--- src/rtl/rot_seq_5b.sv ---
// rot_seq_5b: multi-cycle rotate unit (ROL/ROR/RCL/RCR) for 8/16/32-bit operands.
// The working vector is held in a 33-bit register. The active ring is W bits for
// plain rotates and W+1 bits ({CF, A}) for rotate-through-carry. The unit advances
// the ring by at most four positions per cycle.
//
// Handshake: a transfer happens on a rising edge where valid and ready are both
// high. in_ready is high only in IDLE. out_valid is high only in DONE and stays
// high, with stable data, until out_ready is seen. Inputs presented outside IDLE
// are ignored.
module rot_seq_5b (
   input  logic        clk,
   input  logic        rst_n,
   input  logic        in_valid,
   output logic        in_ready,
   input  logic [31:0] in_data,
   input  logic [4:0]  cnt,
   input  logic [1:0]  op,
   input  logic [1:0]  opSize,
   input  logic        cf_in,
   output logic        out_valid,
   input  logic        out_ready,
   output logic [31:0] out_data,
   output logic        cf_out,
   output logic        of_out,
   output logic [1:0]  dbg_state
);

   typedef enum logic [1:0] {
      S_IDLE = 2'd0,
      S_BUSY = 2'd1,
      S_DONE = 2'd2
   } state_t;

   state_t      state, state_n;

   // Operands latched when a request is accepted.
   logic [1:0]  op_r;
   logic [1:0]  sz_r;
   logic        cf_r;
   logic        cnt0_r;
   logic        cnt1_r;
   logic [31:0] data_r;
   logic [4:0]  rem_r;
   logic [32:0] vec_r;

   // Size decoding. Size code 11 is folded into dword.
   logic [1:0]  sz_in;
   logic [4:0]  e_in;

   // Values currently in use: the live inputs while idle, the latched copies otherwise.
   logic [1:0]  op_c;
   logic [1:0]  sz_c;
   logic        cf_c;
   logic        cnt0_c;
   logic        cnt1_c;
   logic [31:0] data_c;
   logic [5:0]  w_c;
   logic [5:0]  n_c;
   logic [31:0] wmask_c;
   logic [31:0] msb_c;
   logic [32:0] vec_init;
   logic [32:0] src_c;
   logic [2:0]  step_c;
   logic [32:0] fin_c;

   logic [31:0] res_c;
   logic        carry_c;
   logic        cf_next;
   logic        of_next;
   logic        accept;
   logic        enter_done;

   // One-position rotate of an n-bit ring that sits in the low bits of v.
   function automatic logic [32:0] rot1(input logic [32:0] v, input logic [5:0] n,
                                        input logic right);
      logic [32:0] m;
      logic [32:0] top;
      logic        b;
      m   = (33'h1 << n) - 33'h1;
      top = 33'h1 << (n - 6'd1);
      if (right) begin
         b = v[0];
         return ((v >> 1) | (b ? top : 33'h0)) & m;
      end else begin
         b = |(v & top);
         return ((v << 1) & m) | {32'h0, b};
      end
   endfunction

   assign accept     = (state == S_IDLE) && in_valid;
   assign enter_done = (state_n == S_DONE) && (state != S_DONE);

   // Effective count of the incoming request: mod W for plain rotates, mod W+1 through carry.
   always_comb begin
      sz_in = (opSize == 2'b11) ? 2'b10 : opSize;
      e_in  = cnt;
      if (!op[1]) begin
         case (sz_in)
            2'b00:   e_in = {2'b00, cnt[2:0]};
            2'b01:   e_in = {1'b0, cnt[3:0]};
            default: e_in = cnt;
         endcase
      end else begin
         case (sz_in)
            2'b00: begin
               if      (cnt >= 5'd27) e_in = cnt - 5'd27;
               else if (cnt >= 5'd18) e_in = cnt - 5'd18;
               else if (cnt >= 5'd9)  e_in = cnt - 5'd9;
               else                   e_in = cnt;
            end
            2'b01:   e_in = (cnt >= 5'd17) ? cnt - 5'd17 : cnt;
            default: e_in = cnt;
         endcase
      end
   end

   // Operand selection, ring width and masks for the operation in flight.
   always_comb begin
      op_c   = (state == S_IDLE) ? op      : op_r;
      sz_c   = (state == S_IDLE) ? sz_in   : sz_r;
      cf_c   = (state == S_IDLE) ? cf_in   : cf_r;
      cnt0_c = (state == S_IDLE) ? (cnt == 5'd0) : cnt0_r;
      cnt1_c = (state == S_IDLE) ? (cnt == 5'd1) : cnt1_r;
      data_c = (state == S_IDLE) ? in_data : data_r;
      case (sz_c)
         2'b00:   begin w_c = 6'd8;  wmask_c = 32'h0000_00FF; end
         2'b01:   begin w_c = 6'd16; wmask_c = 32'h0000_FFFF; end
         default: begin w_c = 6'd32; wmask_c = 32'hFFFF_FFFF; end
      endcase
      msb_c    = 32'h1 << (w_c - 6'd1);
      n_c      = op_c[1] ? w_c + 6'd1 : w_c;
      vec_init = {1'b0, in_data & wmask_c};
      if (op_c[1]) vec_init = vec_init | (33'h1 << w_c & {32'h0, 1'b0} | ({32'h0, cf_in} << w_c));
   end

   // Ring advance for this cycle: zero positions while idle, min(remaining, 4) while busy.
   always_comb begin
      src_c  = (state == S_IDLE) ? vec_init : vec_r;
      step_c = 3'd0;
      if (state == S_BUSY) step_c = (rem_r > 5'd4) ? 3'd4 : rem_r[2:0];
      fin_c = src_c;
      for (int i = 0; i < 4; i++) begin
         if (step_c > i[2:0]) fin_c = rot1(fin_c, n_c, op_c[0]);
      end
   end

   // Result and flag formation from the ring contents.
   always_comb begin
      res_c   = (data_c & ~wmask_c) | (fin_c[31:0] & wmask_c);
      carry_c = |(fin_c & (33'h1 << w_c));
      if (cnt0_c)        cf_next = cf_c;
      else if (op_c[1])  cf_next = carry_c;
      else if (op_c[0])  cf_next = |(res_c & msb_c);
      else               cf_next = res_c[0];
      of_next = 1'b0;
      if (cnt1_c) begin
         if (op_c[0]) of_next = (|(res_c & msb_c)) ^ (|(res_c & (msb_c >> 1)));
         else         of_next = (|(res_c & msb_c)) ^ cf_next;
      end
   end

   // State register.
   always_ff @(posedge clk or negedge rst_n) begin
      if (!rst_n) state <= S_IDLE;
      else        state <= state_n;
   end

   // Next-state logic.
   always_comb begin
      state_n = state;
      case (state)
         S_IDLE:  if (in_valid) state_n = (e_in == 5'd0) ? S_DONE : S_BUSY;
         S_BUSY:  if (rem_r <= 5'd4) state_n = S_DONE;
         S_DONE:  if (out_ready) state_n = S_IDLE;
         default: state_n = S_IDLE;
      endcase
   end

   // Handshake outputs and state visibility.
   always_comb begin
      in_ready  = (state == S_IDLE);
      out_valid = (state == S_DONE);
      dbg_state = state;
   end

   // Operand capture at acceptance and ring/counter update while busy.
   always_ff @(posedge clk or negedge rst_n) begin
      if (!rst_n) begin
         op_r   <= 2'b00;
         sz_r   <= 2'b00;
         cf_r   <= 1'b0;
         cnt0_r <= 1'b0;
         cnt1_r <= 1'b0;
         data_r <= 32'h0;
         rem_r  <= 5'd0;
         vec_r  <= 33'h0;
      end else if (accept) begin
         op_r   <= op;
         sz_r   <= sz_in;
         cf_r   <= cf_in;
         cnt0_r <= (cnt == 5'd0);
         cnt1_r <= (cnt == 5'd1);
         data_r <= in_data;
         rem_r  <= e_in;
         vec_r  <= fin_c;
      end else if (state == S_BUSY) begin
         rem_r  <= rem_r - {2'b00, step_c};
         vec_r  <= fin_c;
      end
   end

   // Registered result, loaded only on the transition into DONE.
   always_ff @(posedge clk or negedge rst_n) begin
      if (!rst_n) begin
         out_data <= 32'h0;
         cf_out   <= 1'b0;
         of_out   <= 1'b0;
      end else if (enter_done) begin
         out_data <= res_c;
         cf_out   <= cf_next;
         of_out   <= of_next;
      end
   end

endmodule

--- config.mk ---
export PLATFORM = sky130hd
export DESIGN_NAME = rot_seq_5b
export DESIGN_NICKNAME = d
export VERILOG_FILES = /design/src/rtl/rot_seq_5b.sv
export SDC_FILE = /design/constraint.sdc
export NUM_CORES = 1
export LEC_CHECK = 0
export ABC_AREA = 1
export BUFFER_PORTS_ARGS = -buffer_cell sky130_fd_sc_hd__buf_2
export CAP_MARGIN = 20
export CORE_MARGIN = 2
export CORE_UTILIZATION = 25
export CTS_CLUSTER_DIAMETER = 200
export DETAILED_ROUTE_END_ITERATION = 8
export PLACE_DENSITY_LB_ADDON = 0.3
export SETUP_SLACK_MARGIN = 0.1
export SLEW_MARGIN = 20
export SYNTH_ARGS = -nofsm -noshare
export SYNTH_HDL_FRONTEND = slang
export SYNTH_SLANG_ARGS = --single-unit
--- constraint.sdc ---
create_clock -name clk -period 2.8 [get_ports clk]
set_input_delay 0.14 -clock clk [delete_from_list [all_inputs] [get_ports clk]]
set_output_delay 0.14 -clock clk [all_outputs]
set_load 0.02 [all_outputs]
After elaboration in Yosys (flattened, before gate mapping). Cells that the tools add are included.

Shift-type cells: 5. Bitwise operators: 31. Mux-type cells: 47. Eq/ne operators: 8. $lt $le $gt $ge: 10. Reduce and logical (&&, ||, !) cells: 15. $add $sub $neg: 9.

Operators by type and width (count): 33-bit 2-to-1 mux (16); 33-bit bitwise AND (13); 32-bit by 33-bit OR with 33-bit output (5); 33-bit OR reduction (5); 33-bit by 1-bit OR with 33-bit output (4); 32-bit bitwise AND (4); 1-bit by 6-bit << shifter with 33-bit output, first input constant (3); 32-bit case mux with 2 select lines (1); 32-bit OR reduction (2); 5-bit 2-to-1 mux (7); 1-bit by 6-bit << shifter with 33-bit output (1); 33-bit by 1-bit subtractor with 33-bit output, second input constant (1); 32-bit by 31-bit bitwise AND with 32-bit output (1); 32-bit 2-to-1 mux (1); 32-bit inverter (1); 32-bit OR (1); 1-bit by 6-bit << shifter with 32-bit output, first input constant (1); 5-bit case mux with 2 select lines (2); 5-bit greater-or-equal comparator, second input constant (3); 5-bit subtractor, second input constant (3); 2-bit 2-to-1 mux (7); 6-bit case mux with 2 select lines (1); 6-bit by 1-bit subtractor with 6-bit output, second input constant (2); 5-bit logical NOT (2); other kinds (20) (38).

Word-level logic and storage cells: 137. Output and inout port bits: 38. Input bits: 46. Register bits after elaboration: 113.

Depth between registers and ports, before layout.
Depth after elaboration: 39. Gate-level depth with buffers: 36. Gate-level depth less buffers: 35.

Least setup slack after synthesis. OpenSTA, ideal clock, no wires.

Kind: register -> register. From: register state[0], in the netlist dbg_state[0]. To: register of_out. Setup time: 0.118 ns. Data arrival time: 2.978 ns. Required time: 2.682 ns. Cell stages (with the launch flop): 28. Setup slack: -0.296 ns. Buffers on the path: 3. Cell sequence: dfrtp_1 nor2_4 buf_6 nand2_2 nand2_2 buf_6 nand2_2 buf_2 o221ai_1 o21ai_0 o221ai_1 nand2_1 inv_1 nand2_1 o211ai_1 o21ai_1 o21ai_0 inv_1 nand2_1 nand3_1 nand4_1 nand2_1 nand2_1 nand3_2 nand2_1 nand2_1 nand3_1 nand2_1.

Cells in the longest elaborated chain, start to end: 38. Elaborated cells on any way between the ends: 92.

Ends and longest elaborated chain: start: declaration (RTL line 34) `state_t state, state_n;`; start signal: assignment (RTL line 165) `else state <= state_n;`; parallel branches: the longest is 38 deep, another holds 33-bit by 1-bit subtractor with 33-bit output; end signal: assignment (RTL line 221) `of_out <= of_next;`; end: declaration (RTL line 24) `output logic of_out,`.

Several ways; the timed one is not identified. A chain may end at the register's enable or synchronous reset.

Worst setup path in the final report.
From: register state[1], in the netlist dbg_state[1]. To: register of_out.

Same word-level chain as after synthesis.

==> out/qor.yml <==
fp-row-count: 69
layout.cells.most_common_list: "376 x sky130_fd_sc_hd__nand2_1, 318 x sky130_fd_sc_hd__buf_4, 116 x sky130_fd_sc_hd__inv_1"
min-delay-start: "in_data[24]"
setup.worst_path.start: "dbg_state[1]"
drt_iter0_markers: 868
timing.fmax_mhz: 283.3
detailroute.via_count: 11540
run_status: "finished, violations left"
failed_checks: "setup timing"
critical_path.max_fanout: 8
grt_overflow: 0
1st_pass_router_iterations: 5
count_of_yosys_warnings_during_synthesis: 0
route.detailed.vias_per_inst: 5.008
fin_crit_ps: 3529
htree_num_levels: 3
worst_hold_path_type: "input port to flip-flop"
grtUsageTotal_pct: 19.33
ys.flop_type: "sky130_fd_sc_hd__dfrtp_1"
detail_route.wl_per_cell_um: 16.64
timing.critical_path.slowest_stage_cell: "sky130_fd_sc_hd__dfrtp_2"
worstSetupEndpointType: "flip-flop"
insertion_delay_ps: 370
whs_ps: 9.297
timing.slew.headroom_pct: 59.40
gp_routability_congestion: 0.9270
netlist_instances: 1447
largest_net_degree_at_the_start_of_global_routing: 55
number_of_synthesized_flops_with_an_enable_pin: 0
tritoncts: "built"
syn2layout_area_growth_pct: 59.55
grt_pass1_vias: 11130
setup.worst_path.class: "flip-flop to flip-flop"
timing.critical_path.from_type: "flip-flop"
async_set_or_reset_flop_fraction_in_the_synthesized_netlist_pct: 100.0
fillers: 3719
fp.dieArea_um2: 37790
grt_antenna_before_repair: 1
seq_area_frac_synth_pct: 28.99
count_of_cell_types_in_the_netlist: 53
setup_viol: 67
clock-sinks: 105
cts_buffers: 9
cp_common_cell: "sky130_fd_sc_hd__nand2_1"
drv_slew: 0
rr_startpoint: "dbg_state[1]"
netlist_area_um2: 9064
dp.final_hpwl_mm: 27.96
design.portCount: 84
height_of_the_die_um: 194.4
worst_clk_skew_ps: 12.62
start_util_pct: 25.42
cts-root-buf: "sky130_fd_sc_hd__clkbuf_16"
grt_setup_unrepaired: "yes"
ys_seq_elements: 105
mostFrequentLayoutCell: "sky130_fd_sc_hd__nand2_1"
min_period_over_period_pct: 126.0
drc_errors: 0
clock_tree.buffer_depth: 2
worst_pin_slew_ps: 609.0
nets: 1899
ant_nets: 0
syn_area_cell_um2: 6.264
cap_viol_max_count: 0
ratio_of_cells_with_drive_above_1_in_the_final_layout_pct: 42.97
clkSlewWorstSetupHoldPaths_ps: 80
grt_pass1_wl_mm: 59.09
wl_mm: 38.34
worst_ep_required_time_ps: 3060
slowest_delay_ps: 450
worst_slack_ps: -729.4
worst-endpoint-arrival_ps: 3790
timing_hold_violations_final: 0
port-buffer-count: 83
insertedDiodeCount: 0
floorplan.die.width_um: 194.4
core_area_um2: 35660
layout make-up:
type	instances	area, µm²	area share, %
multi-input combinational	1108	6656	46.03
timing repair buffer	470	3745	25.90
sequential	105	2630	18.19
tap	461	576.8	3.989
inverter	146	570.5	3.945
clock buffer	10	229.0	1.583
clock inverter	4	53.80	0.3720
logic make-up after synthesis:
group / after synthesis / synth area share (%)
AND/OR/NAND/NOR: 632 / 28.91
AO/OA/AOI/OAI: 455 / 28.80
buffers and inverters: 235 / 10.77
flip-flops: 105 / 28.99
adder cells (fa/ha/maj): 13 / 1.877
XOR/XNOR: 4 / 0.3865
multiplexers: 2 / 0.2347
other: 1 / 0.04137
routing by layer:
layer	vias to the layer above	part of all wire, %	track usage [%]
met3	57	4.5	1.510
met2	312	49	33.64
li1	5661	-	-
met4	2	2.2	5.071
met5	-	0.029	0
met1	5506	45	25.83
Yosys cell counts (5+ instances only):
cell type	n	share of area, %
sky130_fd_sc_hd__nand2_1	449	19
sky130_fd_sc_hd__o21ai_0	190	10
sky130_fd_sc_hd__inv_1	132	5.5
sky130_fd_sc_hd__dfrtp_1	105	29
sky130_fd_sc_hd__a21oi_1	90	5.0
sky130_fd_sc_hd__nor2_1	80	3.3
sky130_fd_sc_hd__nand3_1	59	3.3
sky130_fd_sc_hd__o22ai_1	50	3.5
sky130_fd_sc_hd__clkbuf_1	45	1.9
sky130_fd_sc_hd__o21ai_1	39	2.2
sky130_fd_sc_hd__o221ai_1	21	2.0
sky130_fd_sc_hd__o211ai_1	19	1.6
sky130_fd_sc_hd__buf_2	17	0.94
sky130_fd_sc_hd__o21a_1	17	1.4
sky130_fd_sc_hd__buf_1	16	0.66
sky130_fd_sc_hd__nand2_2	13	0.90
sky130_fd_sc_hd__ha_1	12	1.7
sky130_fd_sc_hd__inv_2	10	0.41
sky130_fd_sc_hd__buf_6	7	0.87
sky130_fd_sc_hd__a22o_1	5	0.48
sky130_fd_sc_hd__a31oi_1	5	0.35
sky130_fd_sc_hd__nand2_4	5	0.62
final timing paths:
path | end | slack (ps) | depth (start not counted)
min in group asynchronous | out_data[17] | 290 | 2
worst max register to register | of_out | -730 | 31
max in group asynchronous | out_data[20] | 1810 | 3
worst min register to register | out_data[10] | 470 | 1
worst min-delay path | data_r[24] | 9 | 3
worst max-delay path | of_out | -730 | 31
stage by stage:
stage	utilization, %	cells	setup TNS (ps)	instance area (µm²)	setup slack [ps]
after floorplan	-	1448	-428.7	9176	-219.5
after global routing	40.56	2304	-43160	14460	-1037
final	40.56	2304	-28900	14460	-729.4
after detailed placement	34.29	2217	-39770	12230	-943.6
after global placement	34.29	2217	-38620	12230	-1041
after CTS	38.59	2279	-23200	13760	-654.3
repair_timing:
action	CTS	global route
hold endpoints to repair	40	0
setup endpoints to repair	70	69
hold buffers	8	0
buffers inserted	43	24
gates cloned	0	2
pin swaps	84	71
gates resized for setup	289	146
sequential cells by signal, indices dropped and copies added (netlist names):
name,cells
of_out,1
cnt0_r,1
rem_r,5
cnt1_r,1
cf_r,1
data_r,24
out_data,32
op_r,2
vec_r,33
sz_r,2
dbg_state,2
cf_out,1
worst max-delay path, delay by kind of cell, from the launching register on:
kind                   cells  cell delay (ps)
AND/OR/NAND/NOR           18             1400
AO/OA/AOI/OAI              5              590
buffers and inverters      8              950
flip-flops                 1              450
Power is not shown: default switching activity piles up to over one toggle a cycle in this logic, so the estimate is an artifact.
